File: config.mk
export PLATFORM = sky130hd
export DESIGN_NAME = exec_arbiter
export DESIGN_NICKNAME = d
export VERILOG_FILES = /design/src/rtl/exec_arbiter.sv
export SDC_FILE = /design/constraint.sdc
export NUM_CORES = 1
export LEC_CHECK = 0
export ABC_AREA = 1
export CORE_AREA = 2 2 192 194
export CTS_CLUSTER_DIAMETER = 50
export DETAILED_ROUTE_END_ITERATION = 10
export DIE_AREA = 0 0 194 196
export PLACE_DENSITY = 0.65
export SYNTH_ARGS = -nofsm -noshare
export SYNTH_HDL_FRONTEND = slang
export SYNTH_SLANG_ARGS = --single-unit
File: constraint.sdc
create_clock -name clock -period 15.45 [get_ports clock]
set_input_delay 3.8625 -clock clock [delete_from_list [all_inputs] [get_ports clock]]
set_output_delay 3.8625 -clock clock [all_outputs]
set_load 0.01 [all_outputs]
File: src/rtl/exec_arbiter.sv
// Two-requester arbiter in front of a shared combinational execution unit.
// One operation in flight: grant in IDLE, one EXEC cycle to capture results, hold in RESP.
module exec_arbiter #(
  parameter int DATA_WIDTH   = 32,
  parameter int ADDRESS_BITS = 20
) (
  input  logic                    clock,
  input  logic                    reset,

  input  logic                    req0_valid,
  output logic                    req0_ready,
  input  logic [5:0]              req0_ALU_operation,
  input  logic [ADDRESS_BITS-1:0] req0_PC,
  input  logic [1:0]              req0_operand_A_sel,
  input  logic                    req0_operand_B_sel,
  input  logic                    req0_branch_op,
  input  logic [DATA_WIDTH-1:0]   req0_rs1_data,
  input  logic [DATA_WIDTH-1:0]   req0_rs2_data,
  input  logic [DATA_WIDTH-1:0]   req0_extend,

  input  logic                    req1_valid,
  output logic                    req1_ready,
  input  logic [5:0]              req1_ALU_operation,
  input  logic [ADDRESS_BITS-1:0] req1_PC,
  input  logic [1:0]              req1_operand_A_sel,
  input  logic                    req1_operand_B_sel,
  input  logic                    req1_branch_op,
  input  logic [DATA_WIDTH-1:0]   req1_rs1_data,
  input  logic [DATA_WIDTH-1:0]   req1_rs2_data,
  input  logic [DATA_WIDTH-1:0]   req1_extend,

  output logic [5:0]              eu_ALU_operation,
  output logic [ADDRESS_BITS-1:0] eu_PC,
  output logic [1:0]              eu_operand_A_sel,
  output logic                    eu_operand_B_sel,
  output logic                    eu_branch_op,
  output logic [DATA_WIDTH-1:0]   eu_rs1_data,
  output logic [DATA_WIDTH-1:0]   eu_rs2_data,
  output logic [DATA_WIDTH-1:0]   eu_extend,
  input  logic                    eu_branch,
  input  logic [DATA_WIDTH-1:0]   eu_ALU_result,
  input  logic [ADDRESS_BITS-1:0] eu_JALR_target,

  output logic                    rsp0_valid,
  input  logic                    rsp0_ready,
  output logic                    rsp1_valid,
  input  logic                    rsp1_ready,
  output logic [DATA_WIDTH-1:0]   rsp_ALU_result,
  output logic                    rsp_branch,
  output logic [ADDRESS_BITS-1:0] rsp_JALR_target
);

  // state | meaning
  // IDLE  | no operation in flight, grant is combinational
  // EXEC  | eu_* hold the granted operation, EU results captured this cycle
  // RESP  | rsp_* held for the granted requester until it takes them
  typedef enum logic [1:0] {IDLE, EXEC, RESP} state_t;

  state_t state, state_next;
  logic   grant;
  logic   grant_id;
  logic   last_grant;
  logic   accept;
  logic   rsp_take;

  // Tie goes to the requester that did not win last time.
  always_comb begin
    grant = 1'b0;
    if (req0_valid && req1_valid) grant = ~last_grant;
    else if (req1_valid)          grant = 1'b1;
  end

  assign accept     = (state == IDLE) && !reset && (req0_valid || req1_valid);
  assign req0_ready = accept && !grant;
  assign req1_ready = accept && grant;
  assign rsp0_valid = (state == RESP) && !grant_id;
  assign rsp1_valid = (state == RESP) && grant_id;
  assign rsp_take   = (rsp0_valid && rsp0_ready) || (rsp1_valid && rsp1_ready);

  always_ff @(posedge clock or posedge reset) begin
    if (reset) state <= IDLE;
    else       state <= state_next;
  end

  always_comb begin
    state_next = state;
    unique case (state)
      IDLE:    if (accept) state_next = EXEC;
      EXEC:    state_next = RESP;
      RESP:    if (rsp_take) state_next = IDLE;
      default: state_next = IDLE;
    endcase
  end

  always_ff @(posedge clock or posedge reset) begin
    if (reset) begin
      grant_id         <= 1'b0;
      last_grant       <= 1'b1;
      eu_ALU_operation <= '0;
      eu_PC            <= '0;
      eu_operand_A_sel <= '0;
      eu_operand_B_sel <= 1'b0;
      eu_branch_op     <= 1'b0;
      eu_rs1_data      <= '0;
      eu_rs2_data      <= '0;
      eu_extend        <= '0;
      rsp_ALU_result   <= '0;
      rsp_branch       <= 1'b0;
      rsp_JALR_target  <= '0;
    end else begin
      if (accept) begin
        grant_id   <= grant;
        last_grant <= grant;
        if (grant) begin
          eu_ALU_operation <= req1_ALU_operation;
          eu_PC            <= req1_PC;
          eu_operand_A_sel <= req1_operand_A_sel;
          eu_operand_B_sel <= req1_operand_B_sel;
          eu_branch_op     <= req1_branch_op;
          eu_rs1_data      <= req1_rs1_data;
          eu_rs2_data      <= req1_rs2_data;
          eu_extend        <= req1_extend;
        end else begin
          eu_ALU_operation <= req0_ALU_operation;
          eu_PC            <= req0_PC;
          eu_operand_A_sel <= req0_operand_A_sel;
          eu_operand_B_sel <= req0_operand_B_sel;
          eu_branch_op     <= req0_branch_op;
          eu_rs1_data      <= req0_rs1_data;
          eu_rs2_data      <= req0_rs2_data;
          eu_extend        <= req0_extend;
        end
      end
      if (state == EXEC) begin
        rsp_ALU_result  <= eu_ALU_result;
        rsp_branch      <= eu_branch;
        rsp_JALR_target <= eu_JALR_target;
      end
    end
  end

endmodule

* After elaboration in Yosys (flattened, before gate mapping)
Cells that the tools add are included.
** Storage, ports and cells
- Bits in registers :: 183
- Input bits :: 311
** Cells by class
- Eq/ne operators :: 4
- Multiplexer cells :: 13
- Bitwise gates (word level) :: 1
- Reduce and logical (&&, ||, !) cells :: 16
** Operator list (count)
- 32-bit 2-to-1 mux :: 3
- 20-bit 2-to-1 mux :: 1
- 1-bit logical AND :: 9
- 2-bit 2-to-1 mux :: 3
- 6-bit 2-to-1 mux :: 1
- 2-bit case mux with 3 select lines :: 1
- 1-bit 2-to-1 mux :: 4
- 2-bit != test, second input constant :: 2
- 1-bit zero test :: 3
- 2-bit by 1-bit == test with 1-bit output, second input constant :: 1
- 2-bit == test, second input constant :: 1
- 2-bit zero test :: 1
- 1-bit logical OR :: 2
- 2-bit AND reduction :: 1
- 1-bit NOT :: 1

* Logic depth before layout (Yosys ltp)
- Word-level depth :: 6
- Mapped depth :: 8

* Worst setup path after synthesis
No wires, ideal clock.
- Path kind :: input to output
- From :: input reset
- To :: output req0_ready
- Arrival :: 8574 ps
- Data required time :: 11588 ps
- Slack :: 3014 ps
- Stages :: 4
- Buffers on the path :: 1
- Path through :: inv_1 -> nand3_1 -> clkbuf_1 -> nor2_1
** On the way
- Longest elaborated chain between the ends :: 4
** Ends and longest elaborated chain
- start, declared :: line 8 : input logic reset,
- 1-bit zero test (no source line)
- 1-bit logical AND (2 in series) :: line 73 : assign accept = (state == IDLE) && !reset && (req0_valid || req1_valid);
- 1-bit logical AND :: line 74 : assign req0_ready = accept && !grant;
- end, declared :: line 11 : output logic req0_ready,
No other way between the ends.

* Worst setup path after layout
- From :: input reset
- To :: output req1_ready
** On the way
- Longest elaborated chain between the ends :: 4
** Ends and longest elaborated chain
- 1-bit zero test (no source line)
- 1-bit logical AND (2 in series) :: line 73
- 1-bit logical AND :: line 75 : assign req1_ready = accept && grant;
- end, declared :: line 22 : output logic req1_ready,
No other way between the ends.

==> metrics <==
number of gates resized after CTS=0; hold_buf cts=0; CP Capture Type=output port; Nets=1,958; most numerous cell in the Yosys netlist=nand2_1; DR top layer=met4; Detail Route Antenna Nets=0; Num CTS Buffers=17; Worst Path Buf+Inv=4; Setup Skew=0.0105 ns; Slew Viols, Final=0; mapped cell area=8800 um^2; IO Port Bufs=493; Worst-path clk slew=0.07 ns; Most used DFF post-synth=dfrtp_1; vias per cell=4.43; CTS tree=yes; critical path depth=7; Core Area=36,100 um^2; Post-Route Setup TNS=0 ns; Crit path arrival time=6.49 ns; Final Routed Wirelength=34,400 um; wire length on met3=2130 um; drt first-iter violations=569; Worst path slowest cell=nor2_4; postcts setup bufs=0; Vias=9,428; fmax=0.0966 GHz; Skew-Pair Late Insertion Delay=0.45 ns; vias in the first global route=9,270; wire length on met1=14,400 um; number of flops mapped to enable cells by yosys=0; Worst path max stage delay=0.69 ns; RSZ-0062 raised after global routing=false; CTS root buf=clkbuf_16; HP Class=flip-flop to flip-flop; Seq cells post-synth=183; Period minus WS final=10.35 ns; Synth Instances=1,209; sequential cell area fraction in the yosys report=0.521; Synth cell types=15; DR DRC count=0; drt wl/cell=16.2 um; routability-driven placement congestion ratio=0.873; PwrDens=173 nW/um^2; dominant cell type by area after synthesis=dfrtp_1; Fill cells=3,667; initial antenna violation count=0; Global Route Usage Sum=0.176; final non-filler cell total=2,128; Startpoint Class=primary input; final setup violation count=0; remaining global-route overflow=0; Synth top area share=0.518; Top Family by Delay on Critical Path=buffers and inverters; maximum fanout along the worst path=64; chip height=196 um; Syn Nets=1,520; WS Path Type=primary input to output port; Slew headroom=0.314; Die Area=38,000 um^2; row cnt=70; required time worst endpoint=11.59 ns; placed cells=2,096; top post-synthesis cells by area=dfrtp_1 (52%), nand2_1 (32%), nand3_1 (10%), buf_2 (2.3%), buf_4 (1.1%); Least-Margin Pin Slew=1.03 ns; mean area per synthesized cell=7.28 um^2; share of async-settable or async-resettable flops after synthesis=1.00; Worst VDD drop=0.0000818 V; hpwl dp=24,800 um; MaxCap Viol Count=0; Critical path destination=req1_ready; Final Util=0.404; flop-to-flop setup slack=12.36 ns; Syn-to-layout area delta=65.8%; YS warnings=0; routed wl met2=16,900 um; final hold vios=0; largest net degree at the start of global routing=93; Pre-Repair DR Iteration Count=5; share of cells above drive strength 1=0.0307; Design Power=0.00252 W; Tcrit/Tclk final=0.670; clock tree buffer depth=2; Ant. Diodes=0; CTS Sinks=183; chip width=194 um; worst-path cell chain=clkdlybuf4s50_1, inv_8, nand2_1, nor2_4, nand2_1, inv_1, clkdlybuf4s50_1; outcome=complete, no violations; CP startpoint=reset; first-pass GRT wire length=52,400 um; Worst R2R Path Depth=7; # IOs=494; LEAKAGE=7.21 nW; reg2reg end=eu_PC[4]; synth cell count leaders=nand2_1 (743), dfrtp_1 (182), nand3_1 (181), buf_2 (40), clkbuf_1 (24); Initial Util=0.244; # H-tree levels=4; R2R Path Start=state[0]
==> per-stage QoR <==
stage	area (um^2)	hold slack, ns	worst slack (ns)
6_report	14600	0.471	5.10
3_5_place_dp	14000	0.458	5.06
5_1_grt	14600	0.498	4.87
2_1_floorplan	8800	0.451	3.01
3_3_place_gp	14000	0.454	5.08
4_1_cts	14600	0.475	5.06
==> per-layer routing <==
metal | GRT usage | vias to the layer above
met2 | 0.298 | 335
met5 | 0 | -
met4 | 0.0659 | 0
met3 | 0.0468 | 51
li1 | - | 4629
met1 | 0.214 | 4413
==> registers in the layout, indices dropped and copies added (netlist names), 2 cells and up <==
name,count
eu_rs1_data,32
eu_ALU_operation,6
eu_rs2_data,32
eu_extend,32
eu_operand_A_sel,2
state,2
eu_PC,20
rsp_JALR_target,20
rsp_ALU_result,32
==> how the worst min path moves through the flow <==
stage,depth (start not counted),end,from
2_1_floorplan,2,last_grant,last_grant
3_3_place_gp,2,rsp_JALR_target[19],rsp_JALR_target[19]
3_5_place_dp,2,rsp_ALU_result[26],rsp_ALU_result[26]
4_1_cts,2,rsp_ALU_result[26],rsp_ALU_result[26]
5_1_grt,2,eu_rs2_data[25],eu_rs2_data[25]
6_report,2,rsp_ALU_result[26],rsp_ALU_result[26]
==> cell families (layout without fill, tap and decap cells) <==
family	count (synthesis)	count (layout)	synth area share
flip-flops	183	183	0.521
AND/OR/NAND/NOR	935	935	0.427
buffers and inverters	91	542	0.0526
==> report_power, final <==
part	total [W]	switching (W)	internal [W]
Combinational	0.00122	0.000606	0.000614
Clock	0.000445	0.000196	0.000249
Sequential	0.000859	0.000138	0.000721
==> cell type report <==
class                   count  area [um^2]  area share
clock buffers              23          508      0.0348
clock inverters             9         88.8     0.00609
flip-flops and latches    183         4580       0.314
repair buffers            503         5010       0.343
multi-input cells         935         3780       0.259
inverters                   7         33.8     0.00232
well taps                 468          586      0.0402
==> placed cells by master, fill, tap and decap left out <==
cell type          n
clkinv_4           1
nand3_1          180
clkinvlp_4         3
inv_8              1
bufinv_16          1
nand3_4            1
nand3b_1           2
dfstp_2            1
nor2_4             1
dfrtp_1          181
nand2_4            2
clkinv_2           2
clkbuf_8           6
nor2_1             6
inv_6              2
dfrtp_2            1
nand2_1          743
inv_2              1
clkbuf_16         17
buf_4             11
clkdlybuf4s50_1  492
inv_1              5
==> tightest hold or removal path, stage by stage, from the launching register on <==
cell and delay [ns]:
dfrtp_1 0.34, nand2_1 0.05, nand2_1 0.05
Note: power is estimated with default switching activity, not from simulation.
